[config.mk]
export PLATFORM = sky130hd
export DESIGN_NAME = hdmi_pcie_dma_sched
export DESIGN_NICKNAME = d
export VERILOG_FILES = /design/src/rtl/hdmi_pcie_pkg.sv /design/src/rtl/hdmi_pcie_skid2.sv /design/src/rtl/hdmi_pcie_dma_sched.sv
export SDC_FILE = /design/constraint.sdc
export NUM_CORES = 1
export LEC_CHECK = 0
export CAP_MARGIN = 20
export CORE_MARGIN = 3
export CORE_UTILIZATION = 40
export CTS_CLUSTER_SIZE = 14
export DETAILED_ROUTE_END_ITERATION = 10
export GPL_ROUTABILITY_DRIVEN = 0
export PLACE_DENSITY_LB_ADDON = 0.05
export SETUP_SLACK_MARGIN = 0.5
export SLEW_MARGIN = 30
export SYNTH_ARGS = -nofsm -noshare
export SYNTH_HDL_FRONTEND = slang
export SYNTH_SLANG_ARGS = --single-unit
[constraint.sdc]
create_clock -name clk -period 15.1 [get_ports clk]
set_input_delay 3.02 -clock clk [delete_from_list [all_inputs] [get_ports clk]]
set_output_delay 3.02 -clock clk [all_outputs]
set_load 0.03 [all_outputs]
[src/rtl/hdmi_pcie_pkg.sv]
// hdmi_pcie_pkg: shared types and constants for the HDMI->PCIe read-side DMA scheduler.
package hdmi_pcie_pkg;
    typedef enum logic [2:0] {IDLE, REQ, XFER, NEXT, WRAP} state_e;
    localparam int BYTES_PER_WORD  = 16;
    localparam int WORD_SHIFT      = 4;
    localparam int BURST_WORDS_DEF = 16;
endpackage

[src/rtl/hdmi_pcie_skid2.sv]
// hdmi_pcie_skid2: 2-entry valid/ready buffer; the producer guarantees it never pushes into a full buffer.
module hdmi_pcie_skid2 #(
    parameter int W = 129
) (
    input  logic         clk,
    input  logic         tb_rst,
    input  logic         in_valid_i,
    input  logic [W-1:0] in_data_i,
    output logic         out_valid_o,
    output logic [W-1:0] out_data_o,
    input  logic         out_ready_i,
    output logic [1:0]   count_o
);
    logic [W-1:0] mem0_q, mem0_d, mem1_q, mem1_d;
    logic [1:0]   cnt_q, cnt_d;
    logic         pop;

    assign pop         = out_ready_i && cnt_q != 2'd0;
    assign out_valid_o = cnt_q != 2'd0;
    assign out_data_o  = mem0_q;
    assign count_o     = cnt_q;

    always_comb begin
        mem0_d = pop ? ((cnt_q == 2'd2 || !in_valid_i) ? mem1_q : in_data_i)
                     : ((in_valid_i && cnt_q == 2'd0) ? in_data_i : mem0_q);
        mem1_d = (in_valid_i && cnt_q == (pop ? 2'd2 : 2'd1)) ? in_data_i : mem1_q;
        cnt_d  = cnt_q + {1'b0, in_valid_i} - {1'b0, pop};
    end

    always_ff @(posedge clk or posedge tb_rst) begin
        if (tb_rst) begin
            mem0_q <= '0;
            mem1_q <= '0;
            cnt_q  <= 2'd0;
        end else begin
            mem0_q <= mem0_d;
            mem1_q <= mem1_d;
            cnt_q  <= cnt_d;
        end
    end
endmodule

[src/rtl/hdmi_pcie_dma_sched.sv]
// hdmi_pcie_dma_sched: pops the video FIFO in DMA-sized bursts, streams words to the TLP builder
// and walks the host frame-buffer address, wrapping per frame and flushing partial bursts at frame end.
module hdmi_pcie_dma_sched
    import hdmi_pcie_pkg::*;
#(
    parameter int RD_DEPTH_WIDTH = 12,
    parameter int DATA_WIDTH     = 128,
    parameter int BURST_WORDS    = BURST_WORDS_DEF,
    parameter int ADDR_WIDTH     = 32,
    parameter int FRAME_BYTES    = 4147200
) (
    input  logic                      clk,
    input  logic                      tb_rst,
    input  logic                      cfg_en,
    input  logic [ADDR_WIDTH-1:0]     cfg_base_addr,
    input  logic                      frame_end,
    input  logic [RD_DEPTH_WIDTH:0]   fifo_rd_water_level,
    input  logic                      fifo_rd_empty,
    output logic                      fifo_rd_en,
    input  logic [DATA_WIDTH-1:0]     fifo_rd_data,
    output logic                      dma_req,
    output logic [ADDR_WIDTH-1:0]     dma_addr,
    output logic [4:0]                dma_len,
    input  logic                      dma_ack,
    output logic [DATA_WIDTH-1:0]     tx_data,
    output logic                      tx_valid,
    output logic                      tx_last,
    input  logic                      tx_ready,
    output logic                      frame_done,
    output logic                      err_underrun
);
    localparam int WL_W = RD_DEPTH_WIDTH + 1;
    localparam logic [ADDR_WIDTH-1:0] FRAME_B = ADDR_WIDTH'(FRAME_BYTES);

    state_e                state_q;
    logic [ADDR_WIDTH-1:0] addr_q, base_q, a_eff, b_eff, rem_w, want_w, next_addr;
    logic [4:0]            len_q, issued_q, accepted_q;
    logic                  flush_pend_q, flushed_q, frame_start_q, inflight_q, last_pend_q;
    logic                  dma_req_q, frame_done_q, err_q, full, pop;
    logic [1:0]            skid_cnt;
    logic [DATA_WIDTH:0]   skid_out;

    assign dma_req      = dma_req_q;
    assign dma_addr     = addr_q;
    assign dma_len      = len_q;
    assign frame_done   = frame_done_q;
    assign err_underrun = err_q;
    assign tx_data      = skid_out[DATA_WIDTH-1:0];
    assign tx_last      = skid_out[DATA_WIDTH];

    // At frame start the base is taken live from cfg_base_addr rather than from the stale registers.
    always_comb begin
        a_eff      = frame_start_q ? cfg_base_addr : addr_q;
        b_eff      = frame_start_q ? cfg_base_addr : base_q;
        rem_w      = (b_eff + FRAME_B - a_eff) >> WORD_SHIFT;
        full       = fifo_rd_water_level >= WL_W'(BURST_WORDS);
        want_w     = full ? ADDR_WIDTH'(BURST_WORDS) : ADDR_WIDTH'(fifo_rd_water_level);
        next_addr  = addr_q + (ADDR_WIDTH'(len_q) << WORD_SHIFT);
        pop        = tx_valid && tx_ready;
        // Room check counts the word leaving the skid this cycle so a held-high tx_ready sees no bubbles.
        fifo_rd_en = state_q == XFER && issued_q < len_q
                     && (skid_cnt - {1'b0, pop} + {1'b0, inflight_q}) < 2'd2;
    end

    always_ff @(posedge clk or posedge tb_rst) begin
        if (tb_rst) begin
            state_q       <= IDLE;
            addr_q        <= '0;
            base_q        <= '0;
            len_q         <= 5'd0;
            issued_q      <= 5'd0;
            accepted_q    <= 5'd0;
            flush_pend_q  <= 1'b0;
            flushed_q     <= 1'b0;
            frame_start_q <= 1'b1;
            inflight_q    <= 1'b0;
            last_pend_q   <= 1'b0;
            dma_req_q     <= 1'b0;
            frame_done_q  <= 1'b0;
            err_q         <= 1'b0;
        end else begin
            frame_done_q <= 1'b0;
            inflight_q   <= fifo_rd_en;
            last_pend_q  <= fifo_rd_en && issued_q == len_q - 5'd1;
            err_q        <= err_q | (fifo_rd_en & fifo_rd_empty);
            case (state_q)
                IDLE: begin
                    if (cfg_en && (full || (flush_pend_q && fifo_rd_water_level != '0))) begin
                        state_q       <= REQ;
                        dma_req_q     <= 1'b1;
                        addr_q        <= a_eff;
                        base_q        <= b_eff;
                        frame_start_q <= 1'b0;
                        len_q         <= want_w < rem_w ? want_w[4:0] : rem_w[4:0];
                        flushed_q     <= !full;
                        issued_q      <= 5'd0;
                        accepted_q    <= 5'd0;
                    end else if (cfg_en && flush_pend_q) begin
                        state_q      <= WRAP;
                        frame_done_q <= 1'b1;
                    end
                end
                REQ: begin
                    if (dma_ack) begin
                        state_q   <= XFER;
                        dma_req_q <= 1'b0;
                    end
                end
                XFER: begin
                    issued_q   <= issued_q + {4'b0, fifo_rd_en};
                    accepted_q <= accepted_q + {4'b0, pop};
                    if (accepted_q == len_q) state_q <= NEXT;
                end
                NEXT: begin
                    addr_q <= next_addr;
                    if (next_addr == base_q + FRAME_B || flushed_q) begin
                        state_q      <= WRAP;
                        frame_done_q <= 1'b1;
                    end else begin
                        state_q <= IDLE;
                    end
                end
                WRAP: begin
                    state_q       <= IDLE;
                    addr_q        <= cfg_base_addr;
                    base_q        <= cfg_base_addr;
                    frame_start_q <= 1'b1;
                    flush_pend_q  <= 1'b0;
                end
                default: state_q <= IDLE;
            endcase
            if (frame_end) flush_pend_q <= 1'b1;
        end
    end

    hdmi_pcie_skid2 #(.W(DATA_WIDTH + 1)) u_skid (
        .clk         (clk),
        .tb_rst      (tb_rst),
        .in_valid_i  (inflight_q),
        .in_data_i   ({last_pend_q, fifo_rd_data}),
        .out_valid_o (tx_valid),
        .out_data_o  (skid_out),
        .out_ready_i (tx_ready),
        .count_o     (skid_cnt)
    );
endmodule

* Yosys cells after proc, flatten, opt, wreduce, memory -nomap -nowiden
Cells that the tools add are included. Widths: inputs -> output; s select.
Word-level totals: flip-flop bits (word level) 350, input bits 180, output and inout port bits 171, logic and storage cells 109
Operators by class: $add $sub $neg 11, $lt $le $gt $ge 4, equal/unequal tests 13, mux-type cells 32, bitwise logic cells 2, reductions and logical operators 30
Operators by type and width (number):
- $mux 129 | 3
- $mux 32 | 4
- $pmux 32 s3 | 1
- $add 32x22->32 const B | 2
- $pmux 32 s2 | 1
- $add 32x9->32 | 1
- $eq 32x32->1 | 1
- $sub 32x32->32 | 1
- $lt 13x28->1 | 1
- $pmux 5 s2 | 2
- $mux 3 | 5
- $ge 13x5->1 const B | 1
- $mux 13 | 1
- $reduce_bool 13->1 | 1
- $pmux 3 s4 | 1
- $reduce_bool 2->1 | 6
- $add 5x1->5 | 2
- $eq 5x5->1 | 2
- $mux 5 | 2
- $logic_and 1x1->1 | 9
- $mux 1 | 8
- $reduce_and 2->1 | 4
- $eq 3x2->1 const B | 2
- $pmux 1 s2 | 3
- other kinds (21) | 28

* Depth between registers and ports, before layout
word-level depth 8, gate-level depth with buffers 26, mapped depth without buffers 22

* By module
Synthesis repeated with hierarchy kept, for this count alone.
Unflattened totals: cell total of the unflattened synthesis 2013, area, all modules 20276.9 sq um
By module, submodules not included:
- hdmi_pcie_skid2 | instances 1, cells each 847, area an instance 11038.1 sq um, seq. area each 6506.2 sq um
- hdmi_pcie_dma_sched | instances 1, cells each 1166, area an instance 9238.9 sq um, seq. area each 2253.4 sq um

* Least setup slack after synthesis
OpenSTA, ideal clock, no wires.
path kind in2out, from in tx_ready, to out fifo_rd_en, arrival 5.822 ns, required time 12.080 ns, slack 6.258 ns, stages on the path 7, buffers on the path 0, path through and2_1 -> ha_1 -> inv_1 -> ha_1 -> xnor2_1 -> xnor2_1 -> a2111oi_0
On the way: word-level cells in the longest chain between the ends 5
Ends and longest elaborated chain:
- from (decl) | line hdmi_pcie_dma_sched.sv:28 | input logic tx_ready,
- $logic_and 1x1->1 | line hdmi_pcie_dma_sched.sv:59 | pop = tx_valid && tx_ready;
- $sub 2x1->2 | line hdmi_pcie_dma_sched.sv:62 | && (skid_cnt - {1'b0, pop} + {1'b0, inflight_q}) < 2'd2;
- $add 2x1->2 | line hdmi_pcie_dma_sched.sv:62
- $lt 2x2->1 | line hdmi_pcie_dma_sched.sv:62
- $logic_and 1x1->1 | line hdmi_pcie_dma_sched.sv:62
- to (decl) | line hdmi_pcie_dma_sched.sv:19 | output logic fifo_rd_en,
Every way passes these cells.

* Final worst setup path
Same ends and word-level chain as after synthesis.

==> impl_metrics.env <==
export IMPL_place_area_um2=23750
export IMPL_tightest_slew_ns=0.9868
export IMPL_clockBufferDepth=3
export IMPL_antenna_left=0
export IMPL_slowest_delay_ns=0.82
export IMPL_drc=0
export IMPL_clkTransAtPathRegs_ns=0.06
export IMPL_clk_latency_ns=0.58
export IMPL_die_y_um=227.4
export IMPL_routedWlPerCell_um=20.08
export IMPL_grtUsageTotal_pct=22.53
export IMPL_cts_root_buf="clkbuf_16"
export IMPL_arrival_ns=6.25
export IMPL_holdWs_ns=0.4635
export IMPL_fin_nets=2587
export IMPL_fin_skew_ns=0.01476
export IMPL_rrSetupSlack_ns=8.63
export IMPL_synth_ff_type="dfrtp_1"
export IMPL_grt_pass1_vias=15610
export IMPL_via_count=15890
export IMPL_clock_sinks=350
export IMPL_setup_viol_count_final=0
export IMPL_slew_headroom_pct=33.82
export IMPL_drv_cap=0
export IMPL_crit_buf_inv=3
export IMPL_critical_path_peak_fanout=5
export IMPL_slowest_stage="clkdlybuf4s50_1"
export IMPL_worst_slack_ns=5.830
export IMPL_end_kind="output port"
export IMPL_cp_cell_sequence="clkdlybuf4s50_1 > and2_1 > ha_1 > inv_1 > ha_1 > xnor2_1 > xnor2_1 > a2111oi_1 > clkdlybuf4s50_1"
export IMPL_fin_setup_tns_ns=0
export IMPL_syn_area_um2=19620
export IMPL_pre_cts_slack_ns=5.876
export IMPL_yosysSeqAreaShare_pct=44.66
export IMPL_drt_wl_total_um=59550
export IMPL_numCtsBuffers=41
export IMPL_grt_max_degree=259
export IMPL_p_per_area_nw_per_um2=267.0
export IMPL_synth_edf_count=0
export IMPL_grt_pass1_wl_um=90670
export IMPL_dp_hpwl_um=42740
export IMPL_viasPerCell=5.358
export IMPL_drt_iter0_drc=1080
export IMPL_die_area_um2=51730
export IMPL_ys_seq_elements=350
export IMPL_fmaxAchievable_ghz=0.1079
export IMPL_io_pins=351
export IMPL_hold_viol=0
export IMPL_min_period_ns=9.270
export IMPL_p_leak_uw=0.01125
export IMPL_hold_class="reg2reg"
export IMPL_rsz0062_at_grt="no"
export IMPL_fp_coreArea_um2=48050
export IMPL_crit_required_ns=12.08
export IMPL_crit_type="in2out"
export IMPL_syn_instance_count=1998
export IMPL_post_cts_buffers=0
export IMPL_start_util_pct=40.83
export IMPL_fin_util_pct=52.48
export IMPL_crit_family="buffers and inverters"
export IMPL_syn_area_per_cell_um2=9.817
export IMPL_firstDrtPassIters=5
export IMPL_yosysTopAreaCell="dfrtp_1"
export IMPL_synth_area_leaders="dfrtp_1, mux2_2, mux2i_1"
export IMPL_area_growth_pct=28.55
export IMPL_layout_worst_path_cycle_share_pct=61.39
export IMPL_synthArstFlopShare_pct=100.0
export IMPL_synthDistinctLibCells=68
export IMPL_overflow=0
export IMPL_start_kind="input pin"
export IMPL_vdd_drop_max_uv=125.9
export IMPL_yosysMostFrequentCell="dfrtp_1"
export IMPL_synthTopCellsByCount="dfrtp_1, nand2_1, o21ai_0"
export IMPL_maxSlewViolCount=0
export IMPL_htreeDepth=2
export IMPL_antenna_found_initial=7
export IMPL_post_cts_resize_count=0
export IMPL_cts_tree="done"
export IMPL_portBuffers=350
export IMPL_drive_gt1_share_pct=11.04
export IMPL_synth_warnings=0
export IMPL_ctsHoldBuffers=0
export IMPL_synth_top_area_share_pct=44.52
export IMPL_fin_area_um2=25220
export IMPL_outcome="completed"
export IMPL_die_w_um=227.4
export IMPL_fp_row_count=80
kinds of logic after synthesis:
logic type               count (synthesis)  synth area share (%)
AO/OA/AOI/OAI                          429                 12.68
XOR/XNOR                               107                 4.778
adder cells (fa/ha/maj)                 90                 5.779
buffers and inverters                  161                 3.119
flip-flops                             350                 44.66
multiplexers                           302                 16.36
other                                    1               0.01912
AND/OR/NAND/NOR                        558                 12.60
where the power goes:
part	internal, uW	leakage, uW	switching, uW
Clock	602	0.000677	414
Sequential	1360	0.00438	339
Combinational	1690	0.00620	2330
Total	3650	0.0113	3080
state kept, by name (all words and copies together), names as in the netlist, 2 cells and up:
register / flops
base_q: 32
u_skid.mem1_q: 129
u_skid.count_o: 2
dma_addr: 32
dma_len: 5
state_q: 3
issued_q: 5
u_skid.out_data_o: 129
accepted_q: 5
routing by layer:
layer  routed length (um)  global-route usage (%)
met5                   54                       0
met4                 1430                   6.559
met3                 3329                   3.985
met2                27700                   36.75
met1                27030                   30.90
path summary, 6_finish.rpt:
kind | startpoint | end | cells after the start
setup / recovery | tx_ready | fifo_rd_en | 9
min in group asynchronous | tb_rst | base_q[30]$_DFFE_PP0P_ | 2
setup reg to reg | frame_start_q$_DFFE_PP1P_ | dma_len[0]$_DFFE_PP0P_ | 21
hold / removal | err_underrun$_DFF_PP0_ | err_underrun$_DFF_PP0_ | 1
hold reg to reg | err_underrun$_DFF_PP0_ | err_underrun$_DFF_PP0_ | 1
max in group asynchronous | tb_rst | u_skid.mem1_q[99]$_DFFE_PP0P_ | 4
final cells by class:
type / instances / area, um^2
Tap cell: 615 / 769.5
Inverter: 60 / 232.7
Clock buffer: 63 / 1240
Clock inverter: 10 / 133.9
Antenna cell: 4 / 10.01
Timing Repair Buffer: 370 / 3734
Sequential cell: 350 / 8763
Multi-Input combinational cell: 1494 / 10330
Fill cell: 4485 / 22830
per-stage QoR:
stage / power [uW] / cells
finish: 6733 / 2966
global route: 7243 / 2964
CTS: 6751 / 2959
detailed placement: 5695 / 2886
global placement: 5634 / 2886
floorplan: 4439 / 2005
placed cells by master, fill, tap and decap left out, types with 5 or more instances in the layout:
cell             netlist  routed
o22ai_1                7       7
clkbuf_1              95      10
mux2i_1              153     153
nand2b_1               7       7
nor3_1                20      20
nor2_1                81      80
xor2_1                34      34
a21o_1                14      14
a211oi_1               5       5
nor2b_1                5       5
mux2_2               149     149
xnor2_1               73      73
or4_1                  7       7
a21oi_1               70      69
o211ai_1               8       8
buf_4                  0      14
and2_1                10      10
conb_1                 1       8
clkbuf_16              0      42
nor3b_1                5       5
clkdlybuf4s50_1        0     350
nor4_1                12      10
o21a_1                17      17
a31oi_1               11      10
clkbuf_8               0      11
inv_1                 60      59
dfrtp_1              349     349
or3_1                  5       5
nand3_1               37      37
and3_1                 9       9
o21ai_0              238     238
a221oi_1               9       9
nand2_1              328     326
nand4_1               16      16
ha_1                  89      89
worst reg2reg max path, stage by stage, from the launching register on:
cell	delay (ns)
dfstp_4	1.18
mux2_2	0.52
ha_1	0.34
ha_1	0.41
a21oi_1	0.18
o21ai_0	0.13
a211oi_1	0.49
o21ai_1	0.21
nand3_1	0.15
o21ba_2	0.14
xor2_1	0.17
ha_1	0.17
nand3_1	0.08
nor2_1	0.20
o2111ai_1	0.14
a31oi_1	0.18
nor3_1	0.08
nor3b_1	0.22
o2111ai_1	0.18
nor4_1	0.84
a31oi_1	0.19
a22oi_1	0.18
(Power assumes the default switching activity.)
==> patch, RTL diff (same flow settings) <==
The parameter `ADDR_WIDTH` goes from 32 to 48.
--- a/src/rtl/hdmi_pcie_dma_sched.sv
+++ b/src/rtl/hdmi_pcie_dma_sched.sv
@@ -6,7 +6,7 @@
     parameter int RD_DEPTH_WIDTH = 12,
     parameter int DATA_WIDTH     = 128,
     parameter int BURST_WORDS    = BURST_WORDS_DEF,
-    parameter int ADDR_WIDTH     = 32,
+    parameter int ADDR_WIDTH     = 48,
     parameter int FRAME_BYTES    = 4147200
 ) (
     input  logic                      clk,
Ports: changed (resized cfg_base_addr and dma_addr); port bits go from 351 to 383. No check against the original RTL was run, so the function may have changed too.
==> patch against the original RTL <==
- area after synthesis is 23% higher
- utilization fell by 1.7 points
- design area up 19%
- setup slack better by 0.31 ns
- sequential cell count up 32
- global-route usage increased by 2.8 points
- register-to-register slack worse by 0.37 ns
- sequential share of layout area is 3.0 points lower
- wire length grew 37%
- critical path depth unchanged
- synthesized cell count rose by 30%
- critical path type unchanged
Power is left out: the tool's default activity adds up to more than one toggle a clock period on the data nets, which glitch-free logic cannot reach.
==> patch: results (changes against the original RTL) <==
[run_status]
outcome = complete, no violations  ; unchanged

[setup_path]
setup.reg_to_reg.worst_slack_ns = 8.26  ; was 8.63 ns
cp_data_arrival_time_ns = 5.94  ; was 6.25 ns
r2r-end = dma_len[1]$_DFFE_PP0P_  ; was dma_len[0]$_DFFE_PP0P_

[finish]
clock_buffers = 74  ; was 63
layout.filler_cells = 5512  ; was 4,485
nNonClkInverters = 80  ; was 60
multi_input_gate_share_of_the_layout_cell_area_pct = 45.6  ; was 41.0%
clock_tree_area_fraction_pct = 4.96  ; was 5.45%
antenna_cells_inserted = 2  ; was 4
sh_seq_area_pct = 31.8  ; was 34.8%

[placement]
dpl.hpwl_um = 59800  ; was 42,700 µm
numPortBuffers = 382  ; was 350
pre_cts_slack_ns = 6.19  ; was 5.88 ns

[timing]
timing.hold.ws_ns = 0.462  ; was 0.463 ns

[drt]
detailed_routed_wire_length_on_met3_um = 4750  ; was 3330 µm
wirelength_um = 81700  ; was 59,600 µm
vias_per_inst = 5.58  ; was 5.36
routedLengthMet1_um = 36200  ; was 27,000 µm

[yosys]
synth-seq-area-share_pct = 39.7  ; was 44.7%
synth.lib_cells_used.distinct = 83  ; was 68

[global_routing]
grt_max_degree = 219  ; was 259
met2_demand_to_capacity_share_in_global_routing_pct = 42.0  ; was 36.8%
grt_pass1_vias = 20300  ; was 15,600
global_route.usage.met3_pct = 3.84  ; was 3.98%
antenna_found_initial = 3  ; was 7
gr-usage-all-layers_pct = 25.4  ; was 22.5%

[clocking]
cts.sinks = 382  ; was 350
cts-buffers-inserted = 46  ; was 41

patch: cell types whose count changed after synthesis, sizes merged, moves of 24 or more:
cell,before,now
clkbuf,95,119
nor2,81,112
ha,89,121
o21ai,242,306
nand2,328,414
a21oi,71,110
dfrtp,349,381
xnor2,73,112
nor3,20,51
patch: per-stage QoR:
stage	util, %	cells	area [µm²]
after global placement	48.2	3641	28500
after CTS	50.7	3722	30100
after floorplan	-	2607	24100
after detailed placement	48.2	3641	28600
final	50.8	3725	30100
after global routing	50.8	3724	30100
patch: worst max-delay path, stage by stage:
cell,delay (ns)
sky130_fd_sc_hd__clkdlybuf4s50_1,0.49
sky130_fd_sc_hd__and2_1,0.32
sky130_fd_sc_hd__ha_1,0.29
sky130_fd_sc_hd__inv_1,0.11
sky130_fd_sc_hd__ha_1,0.18
sky130_fd_sc_hd__xnor2_1,0.14
sky130_fd_sc_hd__xnor2_1,0.12
sky130_fd_sc_hd__a2111oi_0,0.47
sky130_fd_sc_hd__clkdlybuf4s50_1,0.78
